==> src/rtl/sram_ctrl.sv <==
// sram_ctrl: multi-cycle bridge between the MEM stage and a 32-bit
// asynchronous SRAM. Each op is latched in IDLE and run for WAIT_CYCLES+1
// ACCESS cycles. The FSM then parks in DONE until the pipeline is released.
// Optional macro SRAM_TURNAROUND_EN adds one idle TURN cycle after every store.
// This gives SRAMs with a write-recovery requirement time to settle.
`timescale 1ns/1ps
module sram_ctrl #(
    parameter int WAIT_CYCLES = 1
) (
    input  logic        clk,
    input  logic        rst,
    input  logic [3:0]  ramOp_i,
    input  logic [31:0] ramAddr_i,
    input  logic [31:0] storeData_i,
    input  logic        hold_i,
    output logic [31:0] load_data_o,
    output logic        stall_o,
    output logic [19:0] sram_addr_o,
    output logic [31:0] sram_wdata_o,
    input  logic [31:0] sram_rdata_i,
    output logic        sram_ce_n_o,
    output logic        sram_oe_n_o,
    output logic        sram_we_n_o,
    output logic [3:0]  sram_be_n_o
);

    // MEM op encodings shared with the pipeline
    localparam logic [3:0] MEM_NOP = 4'd0;
    localparam logic [3:0] MEM_LB  = 4'd1;
    localparam logic [3:0] MEM_LBU = 4'd2;
    localparam logic [3:0] MEM_LH  = 4'd3;
    localparam logic [3:0] MEM_LHU = 4'd4;
    localparam logic [3:0] MEM_LW  = 4'd5;
    localparam logic [3:0] MEM_SB  = 4'd6;
    localparam logic [3:0] MEM_SH  = 4'd7;
    localparam logic [3:0] MEM_SW  = 4'd8;

    localparam logic [1:0] S_IDLE   = 2'd0;
    localparam logic [1:0] S_ACCESS = 2'd1;
    localparam logic [1:0] S_TURN   = 2'd2;
    localparam logic [1:0] S_DONE   = 2'd3;

    localparam logic [2:0] WAIT_INIT = 3'(WAIT_CYCLES);

    logic [1:0]  state_q, state_d;
    logic [2:0]  cnt_q, cnt_d;
    logic [3:0]  op_q, op_d;
    logic [1:0]  lane_q, lane_d;
    logic [19:0] addr_q, addr_d;
    logic [31:0] wdata_q, wdata_d;
    logic [3:0]  be_n_q, be_n_d;
    logic [31:0] load_q, load_d;

    logic        op_is_store;
    logic [3:0]  be_sb;
    logic        unused_addr_bits;

    // Only bits 21:0 of the byte address reach the 1M-word SRAM.
    assign unused_addr_bits = ^ramAddr_i[31:22];

    assign op_is_store = (op_q == MEM_SB) || (op_q == MEM_SH) || (op_q == MEM_SW);
    assign be_sb       = ~(4'b0001 << ramAddr_i[1:0]);

    // Select the addressed lane of the read word and extend it to 32 bits.
    function automatic logic [31:0] load_extend(input logic [31:0] w,
                                                input logic [3:0]  op,
                                                input logic [1:0]  lane);
        logic [7:0]  b;
        logic [15:0] h;
        logic [31:0] r;
        case (lane)
            2'd0:    b = w[7:0];
            2'd1:    b = w[15:8];
            2'd2:    b = w[23:16];
            default: b = w[31:24];
        endcase
        h = lane[1] ? w[31:16] : w[15:0];
        case (op)
            MEM_LB:  r = {{24{b[7]}}, b};
            MEM_LBU: r = {24'h0, b};
            MEM_LH:  r = {{16{h[15]}}, h};
            MEM_LHU: r = {16'h0, h};
            default: r = w;
        endcase
        return r;
    endfunction

    // Next-state logic: latch the op in IDLE, count down ACCESS, park in DONE.
    always_comb begin
        state_d = state_q;
        cnt_d   = cnt_q;
        op_d    = op_q;
        lane_d  = lane_q;
        addr_d  = addr_q;
        wdata_d = wdata_q;
        be_n_d  = be_n_q;
        load_d  = load_q;
        case (state_q)
            S_IDLE: begin
                if (ramOp_i != MEM_NOP) begin
                    op_d    = ramOp_i;
                    lane_d  = ramAddr_i[1:0];
                    addr_d  = ramAddr_i[21:2];
                    cnt_d   = WAIT_INIT;
                    state_d = S_ACCESS;
                    case (ramOp_i)
                        MEM_SB: begin
                            wdata_d = {4{storeData_i[7:0]}};
                            be_n_d  = be_sb;
                        end
                        MEM_SH: begin
                            wdata_d = {2{storeData_i[15:0]}};
                            be_n_d  = ramAddr_i[1] ? 4'b0011 : 4'b1100;
                        end
                        MEM_SW: begin
                            wdata_d = storeData_i;
                            be_n_d  = 4'b0000;
                        end
                        default: begin
                            // loads read the whole word; lane select happens on capture
                            be_n_d  = 4'b0000;
                        end
                    endcase
                end
            end
            S_ACCESS: begin
                if (cnt_q == 3'd0) begin
                    if (op_is_store) begin
`ifdef SRAM_TURNAROUND_EN
                        state_d = S_TURN;
`else
                        state_d = S_DONE;
`endif
                    end else begin
                        load_d  = load_extend(sram_rdata_i, op_q, lane_q);
                        state_d = S_DONE;
                    end
                end else begin
                    cnt_d = cnt_q - 3'd1;
                end
            end
`ifdef SRAM_TURNAROUND_EN
            S_TURN: begin
                state_d = S_DONE;
            end
`endif
            S_DONE: begin
                // stay parked while frozen so the same op is not issued twice
                if (!hold_i) begin
                    state_d = S_IDLE;
                end
            end
            default: begin
                state_d = S_IDLE;
            end
        endcase
    end

    // State and datapath registers with synchronous reset.
    always_ff @(posedge clk) begin
        if (rst) begin
            state_q <= S_IDLE;
            cnt_q   <= 3'd0;
            op_q    <= MEM_NOP;
            lane_q  <= 2'd0;
            addr_q  <= 20'd0;
            wdata_q <= 32'd0;
            be_n_q  <= 4'hF;
            load_q  <= 32'd0;
        end else begin
            state_q <= state_d;
            cnt_q   <= cnt_d;
            op_q    <= op_d;
            lane_q  <= lane_d;
            addr_q  <= addr_d;
            wdata_q <= wdata_d;
            be_n_q  <= be_n_d;
            load_q  <= load_d;
        end
    end

    // Strobes decode from the state register only, so they cannot glitch with
    // the address.
    assign sram_ce_n_o  = (state_q != S_ACCESS);
    assign sram_oe_n_o  = !((state_q == S_ACCESS) && !op_is_store);
    assign sram_we_n_o  = !((state_q == S_ACCESS) && op_is_store);
    assign sram_addr_o  = addr_q;
    assign sram_wdata_o = wdata_q;
    assign sram_be_n_o  = be_n_q;
    assign load_data_o  = load_q;

    assign stall_o = !rst && (((state_q == S_IDLE) && (ramOp_i != MEM_NOP)) ||
                              (state_q == S_ACCESS) || (state_q == S_TURN));

endmodule

==> config.mk <==
export PLATFORM = sky130hd
export DESIGN_NAME = sram_ctrl
export DESIGN_NICKNAME = d
export VERILOG_FILES = /design/src/rtl/sram_ctrl.sv
export SDC_FILE = /design/constraint.sdc
export NUM_CORES = 1
export LEC_CHECK = 0
export CELL_PAD_IN_SITES_DETAIL_PLACEMENT = 1
export CELL_PAD_IN_SITES_GLOBAL_PLACEMENT = 2
export CORE_MARGIN = 2
export CORE_UTILIZATION = 26
export DETAILED_ROUTE_END_ITERATION = 8
export PLACE_DENSITY = 0.89
export SLEW_MARGIN = 15
export SYNTH_ARGS = -nofsm -noshare
export SYNTH_HDL_FRONTEND = slang
export SYNTH_SLANG_ARGS = --single-unit
==> constraint.sdc <==
create_clock -name clk -period 2.8 [get_ports clk]
set_clock_uncertainty 0.05 [all_clocks]
set_input_delay 0.28 -clock clk [delete_from_list [all_inputs] [get_ports clk]]
set_output_delay 0.28 -clock clk [all_outputs]
set_load 0.01 [all_outputs]
# Word-level counts from Yosys, hierarchy flattened
# Cells that the tools add are included.
[totals]
regBits = 99
latch_bits = 0
ram_bits = 0
romBits = 0
inputBits = 103
word_cells = 68
mem_count = 0
[op_classes]
addsub = 1
n_mul = 0
div_mod_pow = 0
n_lt_le_gt_ge = 0
eq_ne = 20
shifts = 1
mux = 13
bitwise_logic = 2
reduce_logical = 23
[ops]
columns = ["cell", "count"]
rows = [
  ["$pmux 32 s4", 1],
  ["$pmux 32 s3", 1],
  ["$pmux 8 s3", 1],
  ["$eq 4x3->1 const B", 5],
  ["$mux 16", 1],
  ["$reduce_and 3->1", 4],
  ["$eq 4x2->1 const B", 2],
  ["$eq 4x4->1 const B", 2],
  ["$pmux 4 s2", 1],
  ["$eq 2x2->1 const B", 3],
  ["$mux 2", 3],
  ["$mux 3", 2],
  ["$ne 2x2->1 const B", 3],
  ["$pmux 2 s3", 1],
  ["$pmux 3 s2", 1],
  ["$eq 2x1->1 const B", 2],
  ["$eq 4x1->1 const B", 1],
  ["$logic_and 1x1->1", 4],
  ["$logic_not 1->1", 4],
  ["$logic_not 2->1", 2],
  ["$logic_or 1x1->1", 4],
  ["$mux 4", 1],
  ["$ne 2x1->1 const B", 2],
  ["$not 4->4", 1],
  ["other kinds (8)", 8],
]

# Logic depth before layout (Yosys ltp)
# Gate-level depths: netlist of the first run.
[logic_depth]
word_depth = 6
depth_mapped = 8
depth_no_buf = 6

# Worst setup path after synthesis of the first run
# Ideal clock, no wire load.
[synth_path]
kind = "reg2reg"
startpoint = "register lane_q[1]"
endpoint = "register load_q[18] (netlist: load_data_o[18])"
setup_time_ns = 0.134
t_arrival_ns = 1.729
path_slack_ns = 0.886
stages_incl_launch_ff = 6
path_buffers = 1
period_less_slack_ns = 1.914
cell_sequence = "dfxtp_1 > mux4_2 > mux2_2 > a21oi_2 > buf_4 > a211oi_1"
[synth_between]
elab_chain_cells = 3
[synth_lines]
columns = ["item", "line_no", "source"]
rows = [
  ["from (decl)", "48", "logic [1:0] lane_q, lane_d;"],
  ["from (signal assigned)", "174", "lane_q <= lane_d;"],
  ["$eq 2x2->1, or another cell as far along", "71", "case (lane)"],
  ["$pmux 8 s3", "71", ""],
  ["$pmux 32 s4 *", "78", "case (op)"],
  ["to (signal assigned)", "178", "load_q <= load_d;"],
  ["to (decl)", "52", "logic [31:0] load_q, load_d;"],
]
# Every way passes the cells marked *; elsewhere a longest branch is shown, timed or not.
# A chain may end at the register's enable or synchronous reset.

# Worst setup path in the final report of the first run
[layout_path]
startpoint = "input ramOp_i[1]"
endpoint = "output stall_o"
[layout_between]
elab_chain_cells = 5
[layout_lines]
columns = ["item", "line_no", "source"]
rows = [
  ["from (decl)", "12", "input logic [3:0] ramOp_i,"],
  ["$reduce_bool 4->1", "192", "assign stall_o = !rst && (((state_q == S_IDLE) && (ramOp_i != MEM_NOP)) ||"],
  ["$logic_and 1x1->1", "192", ""],
  ["$logic_or 1x1->1", "192", ""],
  ["$logic_or 1x1->1", "193", "(state_q == S_ACCESS) || (state_q == S_TURN));"],
  ["$logic_and 1x1->1", "192", ""],
  ["to (decl)", "17", "output logic stall_o,"],
]
# No other way between the ends.

==> impl_results.md, run 1 <==
- Status: completed
- Synthesized area per cell: approximately 8.9 sq um
- Rows: 48
- Syn Nets: about 630
- CP max stage cell: or4_1
- Die height: ~140 um
- Antenna fix cells: 0
- Vias in the first global route: between 4,000 and 5,000
- FFs w/ async S/R, synth: 0
- Worst setup SP type: input pin
- TNS Setup: 0 ns
- Io pins: between 150 and 200
- Min-delay worst type: in2reg
- Peak Freq: approximately 410 MHz
- Yosys cell types: 57
- GPL Wtd Cong: around 0.81
- # setup viols final: 0
- Synth-to-Final Area Change: 51.6%
- Reg-to-Reg End: load_data_o[14]$_SDFFE_PP0P_
- # hold bufs at CTS: 0
- Placed cell count: between 900 and 1,000
- VDD IR max: 0.265 mV
- Worst Path Arrival: between 2 and 2.5 ns
- Post-CTS repair timing setup buffer count: 0
- Largest net degree at the start of global routing: 51
- Inserted Clock Buffers: 9
- Synthesis warning total: 0
- Max-Cap Viols: 0
- DP HPWL: 12.6 mm
- Worst hold stages: 2
- Hold Fails Final Rpt: 0
- Final Cell Area: roughly 7000 sq um
- Clk sink count: 99
- Rel. slew slack: 0.445
- Area after DPL: 6680 sq um
- Routed Antenna Nets: 0
- Share of post-route cells with drive strength above 1: 0.0974
- Tot GR Track Use: 0.178
- CP max stage delay: 0.59 ns
- Reg2reg start: op_q[3]$_SDFFE_PP0P_
- Port Buffer Count: 184
- Crit. End Element: primary output
- DR WL/cell: about 18 um
- CP Cell Sequence: clkdlybuf4s50_1, or4_1, nor2_1, a211oi_1, clkdlybuf4s50_1
- Vias: about 4,600
- Register area share after synthesis: 0.430
- Tcrit/Tclk final: 0.881
- Power per cell area: slightly below 600 nW/um^2
- Syn Inst Count: 520
- Grt ovf: 0
- Fin nets: 799
- DR iter-0 viols: roughly 180
- DR vias/cell: 5.02
- PostCTS Resize Cnt: 0
- Total Wirelength: approximately 17 mm
- Non-Filler Instances: approximately 920
- Mapped Area: around 4600 sq um
- Worst Hold Launch: rst
- Post-synth EDFFs: 0
- Die ar.: between 15,000 and 20,000 sq um
- CP max FO: 8
- Clk_lat worst skew: around 0.34 ns
- CTS Buffer Depth: 2
- Leakage power: about 2.4 nW
- Clock transition at path regs: roughly 0.070 ns
- Worst-margin pin slew: just over 0.8 ns
- FF-to-FF path depth: 4
- CTS tree: built
- Yosys reg bits: just under 100
- Core area: between 15,000 and 20,000 sq um
- First-pass GRT wire length: around 26 mm
- RSZ-0062 raised after global routing: false
- Endpoint of the worst hold path: load_data_o[23]$_SDFFE_PP0P_
- Post-route DRC: 0
- Starting density of the core: 0.267
- Die W: ~140 um
- Fin. max-slew vios: 0
- R2r setup slk: approximately 0.54 ns
- DP Worst Slack: approximately 0.25 ns
- Ys flop type: dfxtp_1
- CTS root buf: clkbuf_16
- Setup CP Type: in2out
- TritonRoute pass-1 iters: 4
- Worst path required time: 2.47 ns
- Initial antenna violation count: 0
- Setup ws final: between 0.3 and 0.4 ns
- Fin crit period: between 2 and 2.5 ns
- H-tree levels: 3
- CP most frequent cell: clkdlybuf4s50_1
==> where the power goes <==
| group | leakage [nW] | total (mW) | switching (mW) | internal [mW] |
|---|---|---|---|---|
| clock | 0.148 | 1.35 | 0.551 | 0.804 |
| sequential | 0.812 | 1.63 | 0.0932 | 1.54 |
| combinational | 1.48 | 1.06 | 0.513 | 0.543 |
==> Yosys cell counts (8+ instances only) <==
library cell	number	area share
nand2_1	101	0.082
a211oi_1	18	0.029
dfxtp_1	99	0.43
a22oi_1	8	0.013
clkbuf_1	20	0.016
nand2b_1	10	0.014
a21oi_1	33	0.036
a311oi_2	10	0.033
nor3_1	15	0.016
nor2_1	52	0.042
a311oi_1	9	0.017
mux2i_1	15	0.033
o21ai_1	8	0.0087
mux4_2	8	0.039
==> worst max-delay path by stage <==
stage                                 from  cells after the start                            end
floorplan           lane_q[1]$_SDFFE_PP0P_                      5   load_data_o[18]$_SDFFE_PP0P_
global placement                ramOp_i[1]                      6  sram_wdata_o[21]$_SDFFE_PP0P_
detailed placement              ramOp_i[1]                      6  sram_wdata_o[17]$_SDFFE_PP0P_
CTS                   op_q[3]$_SDFFE_PP0P_                      3                    sram_oe_n_o
global route          op_q[3]$_SDFFE_PP0P_                      3                    sram_oe_n_o
finish                          ramOp_i[1]                      5                        stall_o
==> area by class of cell <==
cell class	count	area, sq um
clock buffers	11	243
clock inverters	4	75.1
fillers	1981	10300
inverters	4	15.0
multi-input cells	378	2410
flip-flops and latches	99	1980
well taps	225	282
repair buffers	202	1990
==> cell usage in the layout, fill, tap and decap left out, drive strengths merged, types with 4 or more instances in the layout <==
master / instances
clkdlybuf4s50: 183
nand2: 101
dfxtp: 99
nor2: 56
a21oi: 35
buf: 19
a311oi: 19
a211oi: 18
nor3: 15
mux2i: 15
o21ai: 15
clkbuf: 11
nand2b: 10
mux4: 8
a22oi: 8
o22a: 7
a22o: 7
o22ai: 7
o32ai: 7
nor2b: 6
and2: 6
nand3b: 5
inv: 4
nor3b: 4
==> routing by layer <==
metal	vias to the layer above	global-route usage	part of all wire
li1	2214	-	-
met1	2252	0.218	0.43
met2	150	0.305	0.49
met3	19	0.0464	0.065
met4	0	0.0561	0.017
met5	-	0	0
==> worst max-delay path: cells and delay by family <==
kind	cells	cell delay (ns)
and+or+nand+nor	2	0.72
buffers and inverters	2	1.07
AOI/OAI and AO/OA	1	0.06
==> per-stage QoR <==
step | power (mW) | hold WS, ns | util
6_report | 4.04 | 0.329 | 0.405
5_1_grt | 4.25 | 0.338 | 0.405
4_1_cts | 4.11 | 0.311 | 0.405
3_5_place_dp | 2.73 | 0.400 | 0.386
3_3_place_gp | 2.69 | 0.392 | 0.386
2_1_floorplan | 2.17 | 0.345 | -
==> logic make-up (layout without fill, tap and decap cells) <==
family / count (synthesis) / in the layout / synth area share
and+or+nand+nor: 218 / 218 / 0.217
adders and majority gates: 2 / 2 / 0.00542
AOI/OAI and AO/OA: 132 / 132 / 0.220
xor gates and xnor gates: 1 / 1 / 0.00190
muxes: 25 / 25 / 0.0765
buffers and inverters: 43 / 221 / 0.0488
DFF: 99 / 99 / 0.430
==> sequential cells by signal, summed over array words and instances, names as in the netlist <==
signal	flops
sram_be_n_o	4
cnt_q	3
op_q	4
sram_addr_o	20
lane_q	2
load_data_o	32
sram_wdata_o	32
state_q	2
Power figures use the tool's default switching activity.
==> run 2: changes to the inputs <==
--- a/config.mk
+++ b/config.mk
@@ -11,6 +11,7 @@
 export CORE_UTILIZATION = 26
 export DETAILED_ROUTE_END_ITERATION = 8
 export PLACE_DENSITY = 0.89
+export RECOVER_POWER = 100
 export SLEW_MARGIN = 15
 export SYNTH_ARGS = -nofsm -noshare
 export SYNTH_HDL_FRONTEND = slang
==> run 2 against run 1 <==
Compared with the run above:
- critical path depth unchanged
- setup slack got worse by 0.067 ns
- routed wire length shrank 0.56%
- first-iteration DRC count is 9.9% higher
- global-route usage is the same
- highest routed layer unchanged
- clock power about the same
- design area shrank 0.63%
- via count barely moved
- fmax shrank 2.6%
- register-to-register slack got worse by 0.22 ns
- sequential power is essentially flat
- sequential cell count unchanged
==> impl_results.md, run 2 (synthesis gave the netlist of run 1 again) <==
- Status: completed (unchanged)
- Total Wirelength: 16.8 mm (was 16.9 mm)
- Share of post-route cells with drive strength above 1: 0.0817 (was 0.0974)
- Non-Filler Instances: 923 (unchanged)
- Starting density of the core: 0.267 (unchanged)
- Leakage power: 2.66 nW (was 2.44 nW)
- GPL Wtd Cong: 0.814 (unchanged)
- Core area: 17,300 sq um (unchanged)
- Multi-input gate area: 2380 sq um (was 2410 sq um)
- Die W: 137 um (unchanged)
- # hold bufs at CTS: 0 (unchanged)
- Grt ovf: 0 (unchanged)
- H-tree levels: 3 (unchanged)
- Max-Cap Viols: 0 (unchanged)
- Clk sink count: 99 (unchanged)
- Peak Freq: 395 MHz (was 405 MHz)
- Reg area: 1980 sq um (unchanged)
- Worst-margin pin slew: 0.909 ns (was 0.827 ns)
- Most common cell after layout, fill and taps aside: nand2_1 (was clkdlybuf4s50_1)
- CP max FO: 8 (unchanged)
- Antenna fix cells: 0 (unchanged)
- Fin nets: 799 (unchanged)
- DR WL/cell: 18.2 um (was 18.3 um)
- CTS root buf: clkbuf_16 (unchanged)
- Initial antenna violation count: 0 (unchanged)
- Fill count: 1,987 (was 1,981)
- Port Buffer Count: 184 (unchanged)
- Clock transition at path regs: 0.07 ns (about the same)
- RSZ-0062 raised after global routing: false (unchanged)
- Power per cell area: 572 nW/um^2 (was 578 nW/um^2)
- CTS Buffer Depth: 2 (unchanged)
- Post-route DRC: 0 (unchanged)
- Vias: 4,632 (was 4,635)
- Tot GR Track Use: 0.178 (unchanged)
- Min-delay worst type: in2reg (unchanged)
- Worst Path Arrival: 2.20 ns (was 2.14 ns)
- Routed Antenna Nets: 0 (unchanged)
- Die ar.: 18,800 sq um (unchanged)
- TritonRoute pass-1 iters: 4 (unchanged)
- VDD IR max: 0.261 mV (was 0.265 mV)
- Rows: 48 (unchanged)
- Post-CTS repair timing setup buffer count: 0 (unchanged)
- Fin. max-slew vios: 0 (unchanged)
- Vias in the first global route: 4,937 (unchanged)
- Die height: 137 um (unchanged)
- Fin crit period: 2.53 ns (was 2.47 ns)
- Worst path required time: 2.47 ns (about the same)
- DP HPWL: 12.6 mm (unchanged)
- Clk_lat worst skew: 0.34 ns (about the same)
- Io pins: 195 (unchanged)
- PostCTS Resize Cnt: 0 (unchanged)
- First-pass GRT wire length: 26.0 mm (unchanged)
- Inserted Clock Buffers: 9 (unchanged)
- Total Power: 3.98 mW (was 4.04 mW)
- WHS: 0.331 ns (was 0.329 ns)
- Placed cell count: 908 (unchanged)
- CTS tree: built (unchanged)
- Hold Fails Final Rpt: 0 (unchanged)
- Synth-to-Final Area Change: 50.7% (was 51.6%)
- # setup viols final: 0 (unchanged)
- Crit. End Element: primary output (unchanged)
- Rel. slew slack: 0.394 (was 0.445)
- DR iter-0 viols: 200 (was 182)
- Tcrit/Tclk final: 0.905 (was 0.881)
- Most frequent cells in the layout: nand2_1 (101), dfxtp_1 (99), clkdlybuf4s50_1 (92), dlygate4sd3_1 (91), nor2_1 (55) (was clkdlybuf4s50_1 (183), nand2_1 (101), dfxtp_1 (99), nor2_1 (52), a21oi_1 (33))
- Worst setup SP type: input pin (unchanged)
- TNS Setup: 0 ns (unchanged)
- DR vias/cell: 5.02 (about the same)
- Setup CP Type: in2out (unchanged)
- Largest net degree at the start of global routing: 51 (unchanged)
run 2: changes by cell type in the layout (fill, tap and decap cells not counted), moves of 4 or more:
cell,change
clkdlybuf4s50_1,-91
dlygate4sd3_1,+91
o21ai_0,+6
o21ai_1,-6
buf_4,-4
clkbuf_1,+4
run 2: final timing paths:
| kind | start | endpoint | slack [ns] | depth (start not counted) |
|---|---|---|---|---|
| min reg2reg | sram_addr_o[5]$_SDFFE_PP0P_ | sram_addr_o[5]$_SDFFE_PP0P_ | 0.40 | 2 |
| min | rst | load_data_o[23]$_SDFFE_PP0P_ | 0.33 | 2 |
| max | ramOp_i[1] | stall_o | 0.27 | 5 |
| max reg2reg | lane_q[1]$_SDFFE_PP0P_ | load_data_o[15]$_SDFFE_PP0P_ | 0.32 | 6 |
run 2: metrics by stage:
stage,instance area (sq um),setup WS (ns),utilization
floorplan,4610,0.886,-
finish,6950,0.266,0.402
global placement,6680,0.332,0.386
global route,6950,0.109,0.402
CTS,7000,0.338,0.405
detailed placement,6680,0.247,0.386
run 2: worst max-delay path: stages:
cell             delay (ns)
dlygate4sd3_1          0.66
or4_1                  0.56
nor2_1                 0.13
a211oi_1               0.07
clkdlybuf4s50_1        0.51
run 2: final cells by class:
cell class / instances / share of cell area
multi-input cells: 378 / 0.343
repair buffers: 202 / 0.284
clock buffers: 11 / 0.0349
clock inverters: 4 / 0.0108
inverters: 4 / 0.00216
well taps: 225 / 0.0405
flip-flops and latches: 99 / 0.285
run 2: power breakdown:
group | switching [mW] | total [mW] | internal, mW
logic | 0.508 | 0.998 | 0.490
registers | 0.0872 | 1.63 | 1.54
clock network | 0.549 | 1.35 | 0.804
run 2: per-layer routing:
layer,wire length [um],share of wire,vias to the layer above,track usage
met5,0,0,-,0
met4,271,0.016,0,0.0561
met3,1060,0.063,18,0.0464
met2,8220,0.49,153,0.305
met1,7230,0.43,2249,0.218
li1,-,-,2212,-
==> run 3: changes to the inputs <==
--- a/config.mk
+++ b/config.mk
@@ -5,12 +5,13 @@
 export SDC_FILE = /design/constraint.sdc
 export NUM_CORES = 1
 export LEC_CHECK = 0
+export ABC_AREA = 1
 export CELL_PAD_IN_SITES_DETAIL_PLACEMENT = 1
 export CELL_PAD_IN_SITES_GLOBAL_PLACEMENT = 2
 export CORE_MARGIN = 2
-export CORE_UTILIZATION = 26
+export CORE_UTILIZATION = 24
 export DETAILED_ROUTE_END_ITERATION = 8
-export PLACE_DENSITY = 0.89
+export PLACE_DENSITY = 0.88
 export RECOVER_POWER = 100
 export SLEW_MARGIN = 15
 export SYNTH_ARGS = -nofsm -noshare
==> run 3 against run 2 <==
Compared with the run above:
- routed wire length grew 7.3%
- highest routed layer unchanged
- synthesized area grew 5.5%
- largest cell class unchanged
- utilization shrank 4.4 points
==> impl_results.md, run 3 <==
- Clk_lat worst skew: 0.35 ns (was 0.34 ns)
- Inserted Clock Buffers: 9 (unchanged)
- Post-synth EDFFs: 0 (unchanged)
- Dominant cells by area after synthesis: dfxtp_1 (41%), nand2_1 (15%), a21oi_1 (8.0%) (was dfxtp_1 (43%), nand2_1 (8.2%), nor2_1 (4.2%))
- CP Cell Sequence: dlygate4sd3_1, nor2_1, nand3_1, o21ai_0, a21oi_1, dlygate4sd3_1 (was dlygate4sd3_1, or4_1, nor2_1, a211oi_1, clkdlybuf4s50_1)
- Main combinational cell family by area after synthesis: simple AND/OR/NAND/NOR gates (was compound AO/OA/AOI/OAI gates)
- Post-route DRC: 0 (unchanged)
- Fin. max-slew vios: 0 (unchanged)
- # hold bufs at CTS: 0 (unchanged)
- Reg area: 1980 sq um (unchanged)
- Synth Area in Simple Gates: 0.304 (was 0.217)
- Most numerous cell in the Yosys netlist: nand2_1 (unchanged)
- Post-CTS repair timing setup buffer count: 0 (unchanged)
- Clk sink count: 99 (unchanged)
- Synth-to-Final Area Change: 47.3% (was 50.7%)
- XOR/XNOR share of the synthesized area: 0 (was 0.00190)
- CP max FO: 5 (was 8)
- WHS: 0.412 ns (was 0.331 ns)
- Port Buffer Count: 184 (unchanged)
- Worst setup SP type: input pin (unchanged)
- Die W: 146 um (was 137 um)
- DR vias/cell: 4.53 (was 5.02)
- Post-Synth Adder-Cell Area: 0.00514 (was 0.00542)
- DP HPWL: 13.1 mm (was 12.6 mm)
- CP most frequent cell: dlygate4sd3_1
- Hold Fails Final Rpt: 0 (unchanged)
- Total Power: 4.35 mW (was 3.98 mW)
- CP max stage cell: dlygate4sd3_1 (unchanged)
- GPL Wtd Cong: 0.750 (was 0.814)
- Yosys reg bits: 99 (unchanged)
- First-pass GRT wire length: 28.4 mm (was 26.0 mm)
- Yosys cell types: 35 (was 57)
- Tot GR Track Use: 0.168 (was 0.178)
- Clock transition at path regs: 0.07 ns (about the same)
- Synth Area in Compound Gates: 0.197 (was 0.220)
- Io pins: 195 (unchanged)
- Fin crit period: 2.49 ns (was 2.53 ns)
- Max-Cap Viols: 0 (unchanged)
- Largest net degree at the start of global routing: 72 (was 51)
- DR iter-0 viols: 238 (was 200)
- Synthesized area per cell: 6.77 sq um (was 8.87 sq um)
- PostCTS Resize Cnt: 0 (unchanged)
- Die ar.: 21,400 sq um (was 18,800 sq um)
- Tcrit/Tclk final: 0.889 (was 0.905)
- Worst-margin pin slew: 0.928 ns (was 0.909 ns)
- Vias in the first global route: 5,258 (was 4,937)
- Leakage power: 3.21 nW (was 2.66 nW)
- TNS Setup: 0 ns (unchanged)
- TritonRoute pass-1 iters: 4 (unchanged)
- Setup CP Type: in2out (unchanged)
- Synthesis warning total: 0 (unchanged)
- Most common cell after layout, fill and taps aside: nand2_1 (unchanged)
- CTS root buf: clkbuf_16 (unchanged)
- Rel. slew slack: 0.381 (was 0.394)
- CP max stage delay: 0.63 ns (was 0.66 ns)
- Antenna fix cells: 0 (unchanged)
- Vias: 5,259 (was 4,632)
- Fin nets: 991 (was 799)
- DR WL/cell: 15.5 um (was 18.2 um)
- Min-delay worst type: reg2reg (was in2reg)
- Die height: 146 um (was 137 um)
- Worst Path Arrival: 2.16 ns (was 2.20 ns)
- Power per cell area: 606 nW/um^2 (was 572 nW/um^2)
- Rows: 52 (was 48)
- # setup viols final: 0 (unchanged)
- FFs w/ async S/R, synth: 0 (unchanged)
- CTS tree: built (unchanged)
- Worst path required time: 2.47 ns (about the same)
- Starting density of the core: 0.243 (was 0.267)
- Initial antenna violation count: 0 (unchanged)
- Multi-input gate area: 2440 sq um (was 2380 sq um)
- Share of post-route cells with drive strength above 1: 0.0640 (was 0.0817)
- VDD IR max: 0.304 mV (was 0.261 mV)
- Routed Antenna Nets: 0 (unchanged)
- Peak Freq: 402 MHz (was 395 MHz)
- Grt ovf: 0 (unchanged)
- RSZ-0062 raised after global routing: false (unchanged)
- Status: completed (unchanged)
- Most frequent cells in the layout: nand2_1 (192), nor2_1 (103), dfxtp_1 (99), dlygate4sd3_1 (93), clkdlybuf4s50_1 (91) (was nand2_1 (101), dfxtp_1 (99), clkdlybuf4s50_1 (92), dlygate4sd3_1 (91), nor2_1 (55))
- Fill count: 2,577 (was 1,987)
- Ys flop type: dfxtp_1 (unchanged)
- Mapped Area: 4870 sq um (was 4610 sq um)
- Register area share after synthesis: 0.407 (was 0.430)
- H-tree levels: 3 (unchanged)
- Top cell type by total area after synthesis: dfxtp_1 (unchanged)
- Crit. End Element: primary output (unchanged)
- Syn Inst Count: 719 (was 520)
- Core area: 20,000 sq um (was 17,300 sq um)
- Commonest cells in the netlist: nand2_1 (191), nor2_1 (102), dfxtp_1 (99), a21oi_1 (78), o21ai_0 (72) (was nand2_1 (101), dfxtp_1 (99), nor2_1 (52), a21oi_1 (33), clkbuf_1 (20))
- Total Wirelength: 18.0 mm (was 16.8 mm)
- CTS Buffer Depth: 2 (unchanged)
- Synth top area share: 0.407 (was 0.430)
- Syn Nets: 824 (was 625)
- Share of synthesized area spent on multiplexers: 0 (was 0.0765)
[run 3: changes by cell type after synthesis, moves of 38 or more]
cell / delta
inv_1: +38
nand3_1: +41
o21ai_0: +65
nand2_1: +90
a21oi_1: +45
nor2_1: +50
[run 3: routing by layer]
metal  GRT usage  part of all wire  wire length, um
met5           0                 0                0
met4      0.0476             0.014              260
met3      0.0328             0.044              786
met2       0.284              0.47             8550
met1       0.218              0.47             8410
[run 3: worst paths after layout]
kind	endpoint	slack, ns	startpoint	depth (start not counted)
min reg2reg	sram_wdata_o[5]$_SDFFE_PP0P_	0.41	sram_wdata_o[5]$_SDFFE_PP0P_	2
max	stall_o	0.31	ramOp_i[0]	6
min	sram_wdata_o[5]$_SDFFE_PP0P_	0.41	sram_wdata_o[5]$_SDFFE_PP0P_	2
max reg2reg	load_data_o[24]$_SDFFE_PP0P_	0.63	cnt_q[0]$_SDFFE_PP0P_	8
[run 3: cell families after synthesis]
family | count (synthesis)
adders and majority gates | 2
buffers and inverters | 89
DFF | 99
AOI/OAI and AO/OA | 174
and+or+nand+nor | 355
[run 3: metrics by stage]
stage                     std cells  setup slack, ns  instance area (sq um)  utilization
after floorplan                 719             1.39                   4870            -
after global placement         1145            0.533                   6900        0.344
after detailed placement       1145            0.508                   6900        0.344
after CTS                      1161            0.498                   7200        0.359
after global routing           1161            0.188                   7170        0.358
final                          1161            0.310                   7170        0.358
[run 3: power breakdown]
group	total [mW]	internal, mW	switching (mW)
Clock	1.31	0.702	0.603
Combinational	1.35	0.573	0.777
Sequential	1.69	1.58	0.107
[run 3: critical path: cells and delay by family]
| kind | cells | cell delay, ns |
|---|---|---|
| AO/OA/AOI/OAI | 2 | 0.35 |
| buffers and inverters | 2 | 1.25 |
| AND/OR/NAND/NOR | 2 | 0.29 |
[run 3: area by class of cell]
| class | count | area share |
|---|---|---|
| Multi-Input combinational cell | 531 | 0.340 |
| Sequential cell | 99 | 0.276 |
| Timing Repair Buffer | 194 | 0.267 |
| Tap cell | 270 | 0.0471 |
| Clock buffer | 9 | 0.0314 |
| Inverter | 51 | 0.0274 |
| Clock inverter | 7 | 0.0106 |
